**src/rtl/sal_inter_bank_sched_pkg.sv**
```systemverilog
// sal_sched_pkg: command encoding, priorities and default field widths for the inter-bank scheduler.
// Width macros fall back to defaults here when the controller build does not supply them.
`ifndef DRAM_BA_WIDTH
`define DRAM_BA_WIDTH 2
`endif
`ifndef DRAM_RA_WIDTH
`define DRAM_RA_WIDTH 14
`endif
`ifndef DRAM_CA_WIDTH
`define DRAM_CA_WIDTH 10
`endif
`ifndef AXI_ID_WIDTH
`define AXI_ID_WIDTH 4
`endif
`ifndef AXI_LEN_WIDTH
`define AXI_LEN_WIDTH 8
`endif
`ifndef T_RRD_WIDTH
`define T_RRD_WIDTH 4
`endif
`ifndef T_CCD_WIDTH
`define T_CCD_WIDTH 4
`endif
`ifndef T_WTR_WIDTH
`define T_WTR_WIDTH 5
`endif
`ifndef T_RTW_WIDTH
`define T_RTW_WIDTH 5
`endif

package sal_sched_pkg;

    typedef enum logic [2:0] {NOP = 3'd0, ACT, RD, WR, PRE, REF} sched_cmd_t;

    localparam int PRIO_WR  = 0;
    localparam int PRIO_RD  = 1;
    localparam int PRIO_ACT = 2;
    localparam int PRIO_PRE = 3;
    localparam int PRIO_REF = 4;

    // Later assignments override earlier ones, so the highest priority wins.
    function automatic sched_cmd_t resolve(input logic ref_r, input logic pre_r, input logic act_r,
                                           input logic rd_r, input logic wr_r);
        logic [4:0] r;
        sched_cmd_t c;
        r = '0;
        r[PRIO_REF] = ref_r;
        r[PRIO_PRE] = pre_r;
        r[PRIO_ACT] = act_r;
        r[PRIO_RD]  = rd_r;
        r[PRIO_WR]  = wr_r;
        c = NOP;
        if (r[PRIO_WR])  c = WR;
        if (r[PRIO_RD])  c = RD;
        if (r[PRIO_ACT]) c = ACT;
        if (r[PRIO_PRE]) c = PRE;
        if (r[PRIO_REF]) c = REF;
        return c;
    endfunction

endpackage

```
**src/rtl/sal_inter_bank_sched_if.sv**
```systemverilog
// sal_inter_bank_sched_if: bank-controller request/grant bundle plus the registered command toward the DFI encoder.
interface sal_inter_bank_sched_if
#(
    parameter int NB = 4
) ();
    import sal_sched_pkg::*;

    logic [NB-1:0]                     act_req, rd_req, wr_req, pre_req, ref_req;
    logic [NB-1:0][`DRAM_RA_WIDTH-1:0] ra_i;
    logic [NB-1:0][`DRAM_CA_WIDTH-1:0] ca_i;
    logic [NB-1:0][`AXI_ID_WIDTH-1:0]  id_i;
    logic [NB-1:0][`AXI_LEN_WIDTH-1:0] len_i;
    logic [NB-1:0]                     act_gnt, rd_gnt, wr_gnt, pre_gnt, ref_gnt;
    logic                              cmd_valid;
    sched_cmd_t                        cmd_type;
    logic [`DRAM_BA_WIDTH-1:0]         cmd_ba;
    logic [`DRAM_RA_WIDTH-1:0]         cmd_ra;
    logic [`DRAM_CA_WIDTH-1:0]         cmd_ca;
    logic [`AXI_ID_WIDTH-1:0]          cmd_id;
    logic [`AXI_LEN_WIDTH-1:0]         cmd_len;

    modport master (
        output act_req, rd_req, wr_req, pre_req, ref_req, ra_i, ca_i, id_i, len_i,
        input  act_gnt, rd_gnt, wr_gnt, pre_gnt, ref_gnt,
        input  cmd_valid, cmd_type, cmd_ba, cmd_ra, cmd_ca, cmd_id, cmd_len
    );

    modport slave (
        input  act_req, rd_req, wr_req, pre_req, ref_req, ra_i, ca_i, id_i, len_i,
        output act_gnt, rd_gnt, wr_gnt, pre_gnt, ref_gnt,
        output cmd_valid, cmd_type, cmd_ba, cmd_ra, cmd_ca, cmd_id, cmd_len
    );

endinterface

```
**src/rtl/sal_inter_bank_sched_rr_arbiter.sv**
```systemverilog
// sal_rr_arbiter: one-hot rotating-priority pick, searching upward from ptr with wraparound.
module sal_rr_arbiter
#(
    parameter int N = 4
) (
    input  logic [N-1:0]         req,
    input  logic [$clog2(N)-1:0] ptr,
    output logic [N-1:0]         gnt
);

    // Scan from the farthest offset down so the nearest requester to ptr is the final assignment.
    always_comb begin
        gnt = '0;
        for (int i = N - 1; i >= 0; i--)
            if (req[(int'(ptr) + i) % N]) gnt = N'(1) << ((int'(ptr) + i) % N);
    end

endmodule

```
**src/rtl/sal_inter_bank_sched.sv**
```systemverilog
// sal_inter_bank_sched: grants one bank command per cycle under tRRD/tCCD/tWTR/tRTW and registers it downstream.
// Define SAL_SCHED_CAS_FIRST_EN to favour eligible RD/WR over ACT/PRE (REF still first).
module sal_inter_bank_sched
    import sal_sched_pkg::*;
#(
    parameter int NUM_BANKS = 1 << `DRAM_BA_WIDTH
) (
    input logic                    clk,
    input logic                    rst,
    sal_inter_bank_sched_if.slave  bus,
    input logic [`T_RRD_WIDTH-1:0] t_rrd_m1,
    input logic [`T_CCD_WIDTH-1:0] t_ccd_m1,
    input logic [`T_WTR_WIDTH-1:0] t_wtr_m1,
    input logic [`T_RTW_WIDTH-1:0] t_rtw_m1
);

    localparam int BW    = `DRAM_BA_WIDTH;
    localparam int RRD_W = `T_RRD_WIDTH;
    localparam int CCD_W = `T_CCD_WIDTH;
    localparam int WTR_W = `T_WTR_WIDTH;
    localparam int RTW_W = `T_RTW_WIDTH;

    sched_cmd_t           cand [NUM_BANKS];
    sched_cmd_t           gcmd;
    logic [NUM_BANKS-1:0] elig, pick, gnt, act_g, rd_g, wr_g, pre_g, ref_g;
    logic [BW-1:0]        rr_ptr, gb;
    logic                 any_gnt;
    logic [RRD_W-1:0]     rrd_cnt;
    logic [CCD_W-1:0]     ccd_cnt;
    logic [WTR_W-1:0]     wtr_cnt;
    logic [RTW_W-1:0]     rtw_cnt;

    always_comb begin
        cand = '{default: NOP};
        elig = '0;
        for (int b = 0; b < NUM_BANKS; b++) begin
            cand[b] = resolve(bus.ref_req[b], bus.pre_req[b], bus.act_req[b], bus.rd_req[b], bus.wr_req[b]);
            elig[b] = cand[b] == PRE || cand[b] == REF
                   || (cand[b] == ACT && rrd_cnt == '0)
                   || (cand[b] == RD && ccd_cnt == '0 && wtr_cnt == '0)
                   || (cand[b] == WR && ccd_cnt == '0 && rtw_cnt == '0);
        end
    end

`ifdef SAL_SCHED_CAS_FIRST_EN
    logic [NUM_BANKS-1:0] cas_c, ref_c, oth_c, gnt_cas, gnt_oth;

    always_comb begin
        cas_c = '0;
        ref_c = '0;
        for (int b = 0; b < NUM_BANKS; b++) begin
            cas_c[b] = elig[b] && (cand[b] == RD || cand[b] == WR);
            ref_c[b] = elig[b] && cand[b] == REF;
        end
    end

    assign oth_c = |ref_c ? ref_c : elig & ~cas_c;

    sal_rr_arbiter #(.N(NUM_BANKS)) u_arb_cas (.req(cas_c), .ptr(rr_ptr), .gnt(gnt_cas));
    sal_rr_arbiter #(.N(NUM_BANKS)) u_arb_oth (.req(oth_c), .ptr(rr_ptr), .gnt(gnt_oth));

    assign pick = (|cas_c && !(|ref_c)) ? gnt_cas : gnt_oth;
`else
    sal_rr_arbiter #(.N(NUM_BANKS)) u_arb (.req(elig), .ptr(rr_ptr), .gnt(pick));
`endif

    assign gnt     = rst ? '0 : pick;
    assign any_gnt = |gnt;

    always_comb begin
        gb    = '0;
        act_g = '0;
        rd_g  = '0;
        wr_g  = '0;
        pre_g = '0;
        ref_g = '0;
        for (int b = 0; b < NUM_BANKS; b++) begin
            if (gnt[b]) gb = BW'(b);
            act_g[b] = gnt[b] && cand[b] == ACT;
            rd_g[b]  = gnt[b] && cand[b] == RD;
            wr_g[b]  = gnt[b] && cand[b] == WR;
            pre_g[b] = gnt[b] && cand[b] == PRE;
            ref_g[b] = gnt[b] && cand[b] == REF;
        end
    end

    assign gcmd        = any_gnt ? cand[gb] : NOP;
    assign bus.act_gnt = act_g;
    assign bus.rd_gnt  = rd_g;
    assign bus.wr_gnt  = wr_g;
    assign bus.pre_gnt = pre_g;
    assign bus.ref_gnt = ref_g;

    // Loads win over the decrement; eligibility above sees only these registered values.
    always_ff @(posedge clk) begin
        if (rst) begin
            rr_ptr        <= '0;
            rrd_cnt       <= '0;
            ccd_cnt       <= '0;
            wtr_cnt       <= '0;
            rtw_cnt       <= '0;
            bus.cmd_valid <= 1'b0;
            bus.cmd_type  <= NOP;
            bus.cmd_ba    <= '0;
            bus.cmd_ra    <= '0;
            bus.cmd_ca    <= '0;
            bus.cmd_id    <= '0;
            bus.cmd_len   <= '0;
        end else begin
            if (any_gnt) begin
                rr_ptr      <= gb + BW'(1);
                bus.cmd_ba  <= gb;
                bus.cmd_ra  <= bus.ra_i[gb];
                bus.cmd_ca  <= bus.ca_i[gb];
                bus.cmd_id  <= bus.id_i[gb];
                bus.cmd_len <= bus.len_i[gb];
            end
            bus.cmd_valid <= any_gnt;
            bus.cmd_type  <= gcmd;
            rrd_cnt <= gcmd == ACT ? t_rrd_m1 : rrd_cnt != '0 ? rrd_cnt - RRD_W'(1) : rrd_cnt;
            ccd_cnt <= (gcmd == RD || gcmd == WR) ? t_ccd_m1 : ccd_cnt != '0 ? ccd_cnt - CCD_W'(1) : ccd_cnt;
            wtr_cnt <= gcmd == WR ? t_wtr_m1 : wtr_cnt != '0 ? wtr_cnt - WTR_W'(1) : wtr_cnt;
            rtw_cnt <= gcmd == RD ? t_rtw_m1 : rtw_cnt != '0 ? rtw_cnt - RTW_W'(1) : rtw_cnt;
        end
    end

endmodule

```
**src/flat_wrapper.sv**
```systemverilog
// flat-port wrapper written by rule: the top's interface ports become plain ports
module sal_inter_bank_sched_flat import sal_sched_pkg::*;
#(
    parameter int NUM_BANKS = 1 << `DRAM_BA_WIDTH
)
  (clk, rst, t_rrd_m1, t_ccd_m1, t_wtr_m1, t_rtw_m1, bus_act_req, bus_rd_req, bus_wr_req, bus_pre_req, bus_ref_req, bus_ra_i, bus_ca_i, bus_id_i, bus_len_i, bus_act_gnt, bus_rd_gnt, bus_wr_gnt, bus_pre_gnt, bus_ref_gnt, bus_cmd_valid, bus_cmd_type, bus_cmd_ba, bus_cmd_ra, bus_cmd_ca, bus_cmd_id, bus_cmd_len);
  sal_inter_bank_sched_if bus_i ();
  input logic clk;
  input logic rst;
  input logic [`T_RRD_WIDTH-1:0] t_rrd_m1;
  input logic [`T_CCD_WIDTH-1:0] t_ccd_m1;
  input logic [`T_WTR_WIDTH-1:0] t_wtr_m1;
  input logic [`T_RTW_WIDTH-1:0] t_rtw_m1;
  input wire logic [$bits(bus_i.act_req)-1:0] bus_act_req;
  input wire logic [$bits(bus_i.rd_req)-1:0] bus_rd_req;
  input wire logic [$bits(bus_i.wr_req)-1:0] bus_wr_req;
  input wire logic [$bits(bus_i.pre_req)-1:0] bus_pre_req;
  input wire logic [$bits(bus_i.ref_req)-1:0] bus_ref_req;
  input wire logic [$bits(bus_i.ra_i)-1:0] bus_ra_i;
  input wire logic [$bits(bus_i.ca_i)-1:0] bus_ca_i;
  input wire logic [$bits(bus_i.id_i)-1:0] bus_id_i;
  input wire logic [$bits(bus_i.len_i)-1:0] bus_len_i;
  output wire logic [$bits(bus_i.act_gnt)-1:0] bus_act_gnt;
  output wire logic [$bits(bus_i.rd_gnt)-1:0] bus_rd_gnt;
  output wire logic [$bits(bus_i.wr_gnt)-1:0] bus_wr_gnt;
  output wire logic [$bits(bus_i.pre_gnt)-1:0] bus_pre_gnt;
  output wire logic [$bits(bus_i.ref_gnt)-1:0] bus_ref_gnt;
  output wire logic [$bits(bus_i.cmd_valid)-1:0] bus_cmd_valid;
  output wire logic [$bits(bus_i.cmd_type)-1:0] bus_cmd_type;
  output wire logic [$bits(bus_i.cmd_ba)-1:0] bus_cmd_ba;
  output wire logic [$bits(bus_i.cmd_ra)-1:0] bus_cmd_ra;
  output wire logic [$bits(bus_i.cmd_ca)-1:0] bus_cmd_ca;
  output wire logic [$bits(bus_i.cmd_id)-1:0] bus_cmd_id;
  output wire logic [$bits(bus_i.cmd_len)-1:0] bus_cmd_len;
  assign bus_i.act_req = bus_act_req;
  assign bus_i.rd_req = bus_rd_req;
  assign bus_i.wr_req = bus_wr_req;
  assign bus_i.pre_req = bus_pre_req;
  assign bus_i.ref_req = bus_ref_req;
  assign bus_i.ra_i = bus_ra_i;
  assign bus_i.ca_i = bus_ca_i;
  assign bus_i.id_i = bus_id_i;
  assign bus_i.len_i = bus_len_i;
  assign bus_act_gnt = bus_i.act_gnt;
  assign bus_rd_gnt = bus_i.rd_gnt;
  assign bus_wr_gnt = bus_i.wr_gnt;
  assign bus_pre_gnt = bus_i.pre_gnt;
  assign bus_ref_gnt = bus_i.ref_gnt;
  assign bus_cmd_valid = bus_i.cmd_valid;
  assign bus_cmd_type = bus_i.cmd_type;
  assign bus_cmd_ba = bus_i.cmd_ba;
  assign bus_cmd_ra = bus_i.cmd_ra;
  assign bus_cmd_ca = bus_i.cmd_ca;
  assign bus_cmd_id = bus_i.cmd_id;
  assign bus_cmd_len = bus_i.cmd_len;
  sal_inter_bank_sched #(.NUM_BANKS(NUM_BANKS)) u_core (.clk(clk), .rst(rst), .bus(bus_i), .t_rrd_m1(t_rrd_m1), .t_ccd_m1(t_ccd_m1), .t_wtr_m1(t_wtr_m1), .t_rtw_m1(t_rtw_m1));
endmodule
```
**config.mk**
```make
export PLATFORM = sky130hd
export DESIGN_NAME = sal_inter_bank_sched_flat
export DESIGN_NICKNAME = d
export VERILOG_FILES = /design/src/rtl/sal_inter_bank_sched_pkg.sv /design/src/rtl/sal_inter_bank_sched_if.sv /design/src/rtl/sal_inter_bank_sched_rr_arbiter.sv /design/src/rtl/sal_inter_bank_sched.sv /design/src/flat_wrapper.sv
export SDC_FILE = /design/constraint.sdc
export NUM_CORES = 1
export LEC_CHECK = 0
export CORE_MARGIN = 4
export CORE_UTILIZATION = 39
export CTS_CLUSTER_SIZE = 16
export DETAILED_ROUTE_END_ITERATION = 8
export GPL_TIMING_DRIVEN = 0
export PLACE_DENSITY = 0.81
export SLEW_MARGIN = 10
export SYNTH_ARGS = -nofsm -noshare
export SYNTH_HDL_FRONTEND = slang
export SYNTH_SLANG_ARGS = --single-unit
```
**constraint.sdc**
```tcl
create_clock -name clk -period 5.3 [get_ports clk]
set_input_delay 1.06 -clock clk [delete_from_list [all_inputs] [get_ports clk]]
set_output_delay 1.06 -clock clk [all_outputs]
set_load 0.05 [all_outputs]
```
==> results of run 1 <==
## metrics by stage
step,cells,power (mW),setup WS (ps),util (%)
6_report,992,4.22,111,70.3
3_3_place_gp,951,3.42,-1790,64.7
2_1_floorplan,566,2.64,-206,-
4_1_cts,986,4.07,2.47,69.4
3_5_place_dp,951,3.49,-1650,64.8
5_1_grt,992,4.47,17.2,70.3
## registers in the layout (all words and copies together), names as in the netlist, 4 cells and up
signal / cells
u_core.bus.cmd_ra: 14
u_core.wtr_cnt: 5
u_core.bus.cmd_id: 4
u_core.rrd_cnt: 4
u_core.bus.cmd_ca: 10
u_core.rtw_cnt: 5
u_core.ccd_cnt: 4
u_core.bus.cmd_len: 8
## power by group
group | internal (mW) | switching (mW)
Clock | 0.214 | 0.202
Sequential | 0.660 | 0.131
Combinational | 1.20 | 1.81
## tightest hold or removal path, cell delays in order (launching register included)
cell and delay, ps:
sky130_fd_sc_hd__dfxtp_1 340, sky130_fd_sc_hd__a311oi_1 80, sky130_fd_sc_hd__nor2_1 80
## worst max-delay path by stage
| stage | from | to | slack (ps) |
|---|---|---|---|
| 4_1_cts | bus_pre_req[0] | bus_wr_gnt[2] | 2 |
| 2_1_floorplan | bus_pre_req[2] | bus_act_gnt[2] | -210 |
| 6_report | bus_ref_req[2] | bus_rd_gnt[2] | 110 |
| 3_5_place_dp | bus_ref_req[2] | bus_act_gnt[2] | -1650 |
| 3_3_place_gp | bus_ref_req[2] | bus_act_gnt[3] | -1790 |
| 5_1_grt | bus_wr_req[0] | bus_act_gnt[2] | 20 |
## what timing repair did
action / CTS / global route
setup endpoints to repair: 29 / 20
gates resized for setup: 159 / 15
endpoints found under the hold margin: 0 / 0
pin swaps: 20 / 11
buffers inserted: 21 / 11
## synth_stat cells, types with 4 or more instances
library cell	n	area (µm²)
sky130_fd_sc_hd__a211oi_1	38	285
sky130_fd_sc_hd__a21oi_1	87	435
sky130_fd_sc_hd__a221oi_1	4	35.0
sky130_fd_sc_hd__and2_1	5	31.3
sky130_fd_sc_hd__and3_1	8	50.1
sky130_fd_sc_hd__buf_1	4	15.0
sky130_fd_sc_hd__clkbuf_1	33	124
sky130_fd_sc_hd__dfxtp_1	62	1240
sky130_fd_sc_hd__ha_1	10	125
sky130_fd_sc_hd__inv_1	19	71.3
sky130_fd_sc_hd__mux2_2	11	124
sky130_fd_sc_hd__mux2i_1	39	390
sky130_fd_sc_hd__nand2_1	16	60.1
sky130_fd_sc_hd__nand3_1	11	55.1
sky130_fd_sc_hd__nor2_1	72	270
sky130_fd_sc_hd__nor2b_1	6	37.5
sky130_fd_sc_hd__nor3_1	14	70.1
sky130_fd_sc_hd__nor3b_1	4	30.0
sky130_fd_sc_hd__o2111ai_1	5	43.8
sky130_fd_sc_hd__o211ai_1	5	37.5
sky130_fd_sc_hd__o21ai_0	39	195
sky130_fd_sc_hd__o221ai_1	5	43.8
sky130_fd_sc_hd__o31ai_1	4	30.0
sky130_fd_sc_hd__or3_1	6	37.5
sky130_fd_sc_hd__xnor2_1	8	70.1
## area by class of cell
type / count / area [µm²]
fillers: 880 / 3230
clock buffers: 11 / 131
repair buffers: 276 / 2640
inverters: 21 / 80.1
multi-input cells: 443 / 3180
clock inverters: 4 / 48.8
flip-flops and latches: 62 / 1240
plain buffers: 35 / 154
well taps: 140 / 175
## logic make-up after synthesis
| kind of cell | count (synthesis) | synth area share [%] |
|---|---|---|
| buffers and inverters | 61 | 5.46 |
| AO/OA/AOI/OAI | 212 | 30.1 |
| multiplexers | 50 | 11.7 |
| flip-flops | 62 | 28.4 |
| XOR/XNOR | 8 | 1.60 |
| AND/OR/NAND/NOR | 163 | 19.9 |
| adder cells (fa/ha/maj) | 10 | 2.86 |
## layer usage
| layer | track usage (%) | vias up |
|---|---|---|
| li1 | - | 2669 |
| met1 | 30.0 | 2679 |
| met2 | 50.6 | 259 |
| met3 | 9.28 | 60 |
| met4 | 11.2 | 0 |
| met5 | 0 | - |
## layout by cell type (no fill, tap or decap), types with 5 or more instances in the layout
cell type	count
sky130_fd_sc_hd__and3_1	8
sky130_fd_sc_hd__a21oi_1	86
sky130_fd_sc_hd__inv_1	19
sky130_fd_sc_hd__nor3_1	9
sky130_fd_sc_hd__dlygate4sd2_1	15
sky130_fd_sc_hd__nand3_1	11
sky130_fd_sc_hd__ha_1	10
sky130_fd_sc_hd__xnor2_1	8
sky130_fd_sc_hd__o21ai_0	39
sky130_fd_sc_hd__clkbuf_8	10
sky130_fd_sc_hd__buf_4	31
sky130_fd_sc_hd__clkdlybuf4s50_1	207
sky130_fd_sc_hd__nand2_1	14
sky130_fd_sc_hd__nor2_1	67
sky130_fd_sc_hd__mux2i_1	39
sky130_fd_sc_hd__a211oi_1	38
sky130_fd_sc_hd__buf_2	9
sky130_fd_sc_hd__o211ai_1	5
sky130_fd_sc_hd__dfxtp_1	62
sky130_fd_sc_hd__mux2_2	11
sky130_fd_sc_hd__clkbuf_1	30
sky130_fd_sc_hd__or3_1	6
sky130_fd_sc_hd__clkdlybuf4s15_2	5
==> results.md, run 1 <==
* Destination of the worst hold path: u_core.bus.cmd_ba[1]
* Maximum number of pins on one net before global-route repair at 11
* Quantity of I/O buffers inserted on ports at 245
* Via density per instance at 5.71
* Share of the clock period used by the worst path at 97.9%
* Initial Util at 40.2%
* Primary flip-flop cell chosen by synthesis mapping: sky130_fd_sc_hd__dfxtp_1
* Cell chain of the critical path: buf_2 -> or2_4 -> or4b_4 -> a21oi_4 -> buf_6 -> o221a_2 -> or2_4 -> a221oi_4 -> or4_4 -> or4_4 -> nor2_4 -> buf_8
* Max IR drop VDD at 0.000412 V
* Ports at 246
* Cell area after technology mapping at 0.00438 mm²
* Max-slew headroom at the worst pin at 46.3%
* Total number of clock tree sinks at 62
* Kind of critical path: primary input to output port
* Depth of the critical timing path with buffers and inverters included at 12
* Worst R2R Start: u_core.wtr_cnt[0]
* Maximum Capacitance Violations at 0
* Number of unique standard cell types used by synthesis at 62
* Worst clock skew at 11.6 ps
* Chip Width at 114 µm
* Initial antenna violation count at 0
* DR WL met2 at 9.72 mm
* Worst path bufs/invs at 3
* Outcome: completed
* Post-detailed-routing wire length at 19.2 mm
* Max Buffers Root-to-Sink at 2
* Overall via count from detail_route at 5667
* Number of antenna cells inserted at 0
* Post-route antenna net violation count at 0
* Number of cells on the worst hold path at 2
* Number of nets produced by synthesis at 760
* Number of enable-type register cells in the synthesized netlist at 0
* Global-route wire length before repair at 29.1 mm
* Reported leakage power at 3.17 nW
* Total Neg Setup Slack at 0 ps
* Routed length on met3 at 1.82 mm
* Top metal layer carrying routed signals: met4
* CP Data Required Time at 4240 ps
* Area of the core at 0.0109 mm²
* Net count of the finished layout at 1042
* Y dimension of the die at 114 µm
* Tot GR Track Use at 28.1%
* Stage delay of the slowest cell on the critical path at 580 ps
* Std cell rows at 38
* Number of pins with negative max-slew slack in the final report at 0
* Max H-tree Level at 3
* RSZ-0062 raised after global routing: false
* Final number of hold-violating endpoints at 0
* Hold-fix buffer count after cts at 0
* Top delay family on crit path: simple AND/OR/NAND/NOR gates
* Total number of yosys warnings at 0
* Signed area change from the synthesized netlist to the final layout at 74.9%
* Routed len/inst at 19.3 µm
* Hold slack at 531 ps
* Register-to-register path setup slack at 680 ps
* First DRT Iteration DRCs at 316
* Mean instance size in the synthesized netlist at 7.73 µm²
* Async set-reset flop share out of synthesis at 0%
* Clk root buf: sky130_fd_sc_hd__clkbuf_8
* Launch instance of the worst min-delay path: u_core.bus.cmd_ba[1]
* Gate count after technology mapping at 566
* Final setup fails at 0
* Min-delay worst type: flip-flop to flip-flop
* Critical Path Sink Type: output port
* Depth of the most critical reg-to-reg path at 16
* Cell area power density at 551 mW/mm²
* Max FO, Critical Path at 5
* Total iterations of the first detailed-routing run at 4
* Endpoint arrival time on the critical path at 4130 ps
* RR Endpoint: u_core.wtr_cnt[0]
* Share of final-layout standard cells stronger than drive strength 1 at 15.7%
* Residual DRC at 0
* TritonCTS clock tree: built
* Final min period at 5190 ps
* Sequential element share of the synthesized area at 28.4%
* Die outline area at 0.0130 mm²
* Clock input transition at the sequential cells of the worst setup and hold paths at 80 ps
* TritonCTS Buffers at 9
* Clock insertion delay at the later pin of the skew report at 360 ps
* Seq cells post-synth at 62
* Maximum achievable frequency at 0.193 GHz
* Placed standard-cell area at 0.00705 mm²
* Final design area excluding fillers at 0.00765 mm²
* Routability congestion estimate at 0.927
* Number of global-route vias before repair at 5782
* Grt total ovfl at 0
* Slowest cell on crit path: sky130_fd_sc_hd__or4_4
* Hpwl dp at 14.8 mm
* Startpoint type of the worst setup path: primary input
* Worst Tran Pin Value at 805 ps
* Routed length on met1 at 7.00 mm
Power figures use the tool's default switching activity.
==> inputs of run 2 (changes only) <==
- CORE_UTILIZATION: 39 -> 40
- CTS_BUF_LIST: not set -> sky130_fd_sc_hd__clkbuf_8
- PLACE_DENSITY: 0.81 -> 0.83
==> run 2 against run 1 <==
Compared with the run above: routed wire length down 0.24%; non-clock buffer count down 3; clock power up 17%; register-to-register slack worse by 90 ps; total power up 0.55%; cell area down 0.11%; first-iteration DRC count up 3.8%; clock-buffer cell count down 2; sequential share of layout area about the same; global-route usage up 0.32 points; critical path type unchanged; largest power group unchanged.
==> results.md, run 2 (synthesis results as in run 1) <==
* Y dimension of the die at 113 µm (was 114 µm)
* Grt total ovfl at 0 (unchanged)
* Number of antenna cells inserted at 0 (unchanged)
* Worst setup path endpoint: bus_rd_gnt[3] (was bus_rd_gnt[2])
* Largest register FFs at 14 (unchanged)
* Reg with most FFs: u_core.bus.cmd_ra (unchanged)
* Tot GR Track Use at 28.4% (was 28.1%)
* Minimum setup slack after placement at -1620 ps (was -1650 ps)
* Max FO, Critical Path at 10 (was 5)
* Kind of critical path: primary input to output port (unchanged)
* Total number of clock tree sinks at 62 (unchanged)
* Comb power frac at 69.9% (was 71.4%)
* Routability congestion estimate at 0.923 (was 0.927)
* Net count of the finished layout at 1039 (was 1042)
* Register-to-register path setup slack at 590 ps (was 680 ps)
* Chip Width at 113 µm (was 114 µm)
* First DRT Iteration DRCs at 328 (was 316)
* Worst setup margin at 45.1 ps (was 111 ps)
* Final design area excluding fillers at 0.00764 mm² (was 0.00765 mm²)
* Cell area power density at 555 mW/mm² (was 551 mW/mm²)
* Leading cell type in the layout, fill and taps excluded: sky130_fd_sc_hd__clkdlybuf4s50_1 (unchanged)
* Clock input transition at the sequential cells of the worst setup and hold paths at 70 ps (was 80 ps)
* Share of final-layout standard cells stronger than drive strength 1 at 15.8% (was 15.7%)
* Endpoint arrival time on the critical path at 4190 ps (was 4130 ps)
* Hold-fix buffer count after cts at 0 (unchanged)
* Maximum achievable frequency at 0.190 GHz (was 0.193 GHz)
* RSZ-0062 raised after global routing: true (was false)
* Top library cells by usage in the layout, fill and taps aside: sky130_fd_sc_hd__clkdlybuf4s50_1 (207), sky130_fd_sc_hd__a21oi_1 (87), sky130_fd_sc_hd__nor2_1 (67) (was sky130_fd_sc_hd__clkdlybuf4s50_1 (207), sky130_fd_sc_hd__a21oi_1 (86), sky130_fd_sc_hd__nor2_1 (67))
* Final min period at 5250 ps (was 5190 ps)
* Overall via count from detail_route at 5585 (was 5667)
* Residual DRC at 0 (unchanged)
* Max Buffers Root-to-Sink at 2 (unchanged)
* Routed len/inst at 19.4 µm (was 19.3 µm)
* Quantity of I/O buffers inserted on ports at 245 (unchanged)
* Cell-internal power at 2.09 mW (was 2.07 mW)
* Via density per instance at 5.66 (was 5.71)
* Clk root buf: sky130_fd_sc_hd__clkbuf_8 (unchanged)
* Final setup fails at 0 (unchanged)
* Number of global-route vias before repair at 5750 (was 5782)
* Global-route wire length before repair at 29.1 mm (about the same)
* Initial Util at 41.6% (was 40.2%)
* Max IR drop VDD at 0.000262 V (was 0.000412 V)
* Switch share at 50.7% (was 50.9%)
* Share of the clock period used by the worst path at 99.1% (was 97.9%)
* Worst Tran Pin Value at 812 ps (was 805 ps)
* Clock insertion delay at the later pin of the skew report at 350 ps (was 360 ps)
* Final number of hold-violating endpoints at 0 (unchanged)
* Reported leakage power at 3.17 nW (about the same)
* Maximum number of pins on one net before global-route repair at 14 (was 11)
* Post-route antenna net violation count at 0 (unchanged)
* RR Endpoint: u_core.wtr_cnt[1] (was u_core.wtr_cnt[0])
* Die outline area at 0.0127 mm² (was 0.0130 mm²)
* Depth of the most critical reg-to-reg path at 17 (was 16)
* Critical Path Sink Type: output port (unchanged)
* TritonCTS clock tree: built (unchanged)
* Std cell rows at 37 (was 38)
* Max-slew headroom at the worst pin at 45.8% (was 46.3%)
* Post-detailed-routing wire length at 19.1 mm (was 19.2 mm)
* Maximum Capacitance Violations at 0 (unchanged)
* Worst R2R Start: u_core.ccd_cnt[0] (was u_core.wtr_cnt[0])
* Placed standard-cell area at 0.00705 mm² (about the same)
* Total iterations of the first detailed-routing run at 7 (was 4)
* TritonCTS Buffers at 9 (unchanged)
* Worst clock skew at 11.3 ps (was 11.6 ps)
* Ports at 246 (unchanged)
* Hpwl dp at 14.9 mm (was 14.8 mm)
* Area of the core at 0.0105 mm² (was 0.0109 mm²)
* Relative contribution of sequential cells to total power at 18.6% (was 18.7%)
* Top flop regs: u_core.bus.cmd_ra: 14 flops, u_core.bus.cmd_ca: 10 flops, u_core.bus.cmd_len: 8 flops (unchanged)
* Fillers at 817 (was 880)
* Beginning of the critical path: bus_wr_req[3] (was bus_ref_req[2])
* Net Sw Power at 2.15 mW (about the same)
* Number of pins with negative max-slew slack in the final report at 0 (unchanged)
* Signed area change from the synthesized netlist to the final layout at 74.7% (was 74.9%)
* Portion of total power attributed to the clock network at 11.5% (was 9.9%)
* Max H-tree Level at 3 (unchanged)
* Startpoint type of the worst setup path: primary input (unchanged)
* CP Data Required Time at 4240 ps (about the same)
* Initial antenna violation count at 0 (unchanged)
* Min-delay worst type: flip-flop to flip-flop (unchanged)
* Outcome: completed (unchanged)
run 2: power groups by stage:
| stage | sequential, mW | combinational (mW) | clock, mW |
|---|---|---|---|
| final | 0.787 | 2.97 | 0.489 |
| after global routing | 0.807 | 3.17 | 0.513 |
| after CTS | 0.782 | 2.91 | 0.494 |
| after detailed placement | 0.785 | 2.72 | 0 |
| after global placement | 0.776 | 2.65 | 0 |
| after floorplan | 1.20 | 1.45 | 0 |
run 2: how the worst min path moves through the flow:
stage | from | endpoint | slack (ps) | depth (start not counted)
floorplan | u_core.rtw_cnt[4] | u_core.rtw_cnt[4] | 480 | 2
global placement | u_core.rtw_cnt[4] | u_core.rtw_cnt[4] | 490 | 2
detailed placement | u_core.rtw_cnt[4] | u_core.rtw_cnt[4] | 510 | 2
CTS | u_core.rtw_cnt[4] | u_core.rtw_cnt[4] | 520 | 2
global route | u_core.rtw_cnt[4] | u_core.rtw_cnt[4] | 540 | 2
finish | u_core.rtw_cnt[4] | u_core.rtw_cnt[4] | 520 | 2
run 2: worst max-delay path: stages:
cell and delay [ps]:
sky130_fd_sc_hd__clkdlybuf4s50_1 430, sky130_fd_sc_hd__nor2b_4 150, sky130_fd_sc_hd__a22o_1 230, sky130_fd_sc_hd__buf_4 140
sky130_fd_sc_hd__a211o_1 290, sky130_fd_sc_hd__a31oi_1 210, sky130_fd_sc_hd__nor4_2 70, sky130_fd_sc_hd__buf_4 160
sky130_fd_sc_hd__buf_4 140, sky130_fd_sc_hd__a221oi_2 350, sky130_fd_sc_hd__nor3_4 60, sky130_fd_sc_hd__clkbuf_2 250
sky130_fd_sc_hd__and3_1 230, sky130_fd_sc_hd__dlygate4sd2_1 420
run 2: what timing repair did:
action                     in CTS  in global routing
pin swaps                      21                  2
setup endpoints to repair      29                 20
gates resized for setup       159                 10
setup buffers                  24                  3
run 2: cell type report:
cell class                      instances  area [µm²]  area share [%]
Buffer                                 36         168            2.19
Clock buffer                            9         124            1.62
Clock inverter                          7         105            1.37
Inverter                               21        80.1            1.05
Multi-Input combinational cell        443        3180            41.6
Sequential cell                        62        1240            16.2
Tap cell                              136         170            2.23
Timing Repair Buffer                  272        2580            33.7
run 2: per-layer routing:
| layer | wire (µm) | track usage (%) | share of wire, % |
|---|---|---|---|
| met1 | 6880 | 31.1 | 36 |
| met5 | 0 | 0 | 0 |
| met3 | 1830 | 9.22 | 9.6 |
| met2 | 9980 | 52.1 | 52 |
| met4 | 438 | 7.77 | 2.3 |
run 2: stage by stage:
step           setup TNS (ps)  cells  util (%)  power (mW)  hold WS [ps]
4_1_cts                     0    986      72.7        4.19           518
6_report                    0    986      72.7        4.24           517
5_1_grt                  -238    986      72.7        4.49           544
3_5_place_dp           -40130    947      67.1        3.51           508
3_3_place_gp           -61890    947      67.0        3.43           494
2_1_floorplan            -352    566         -        2.64           479
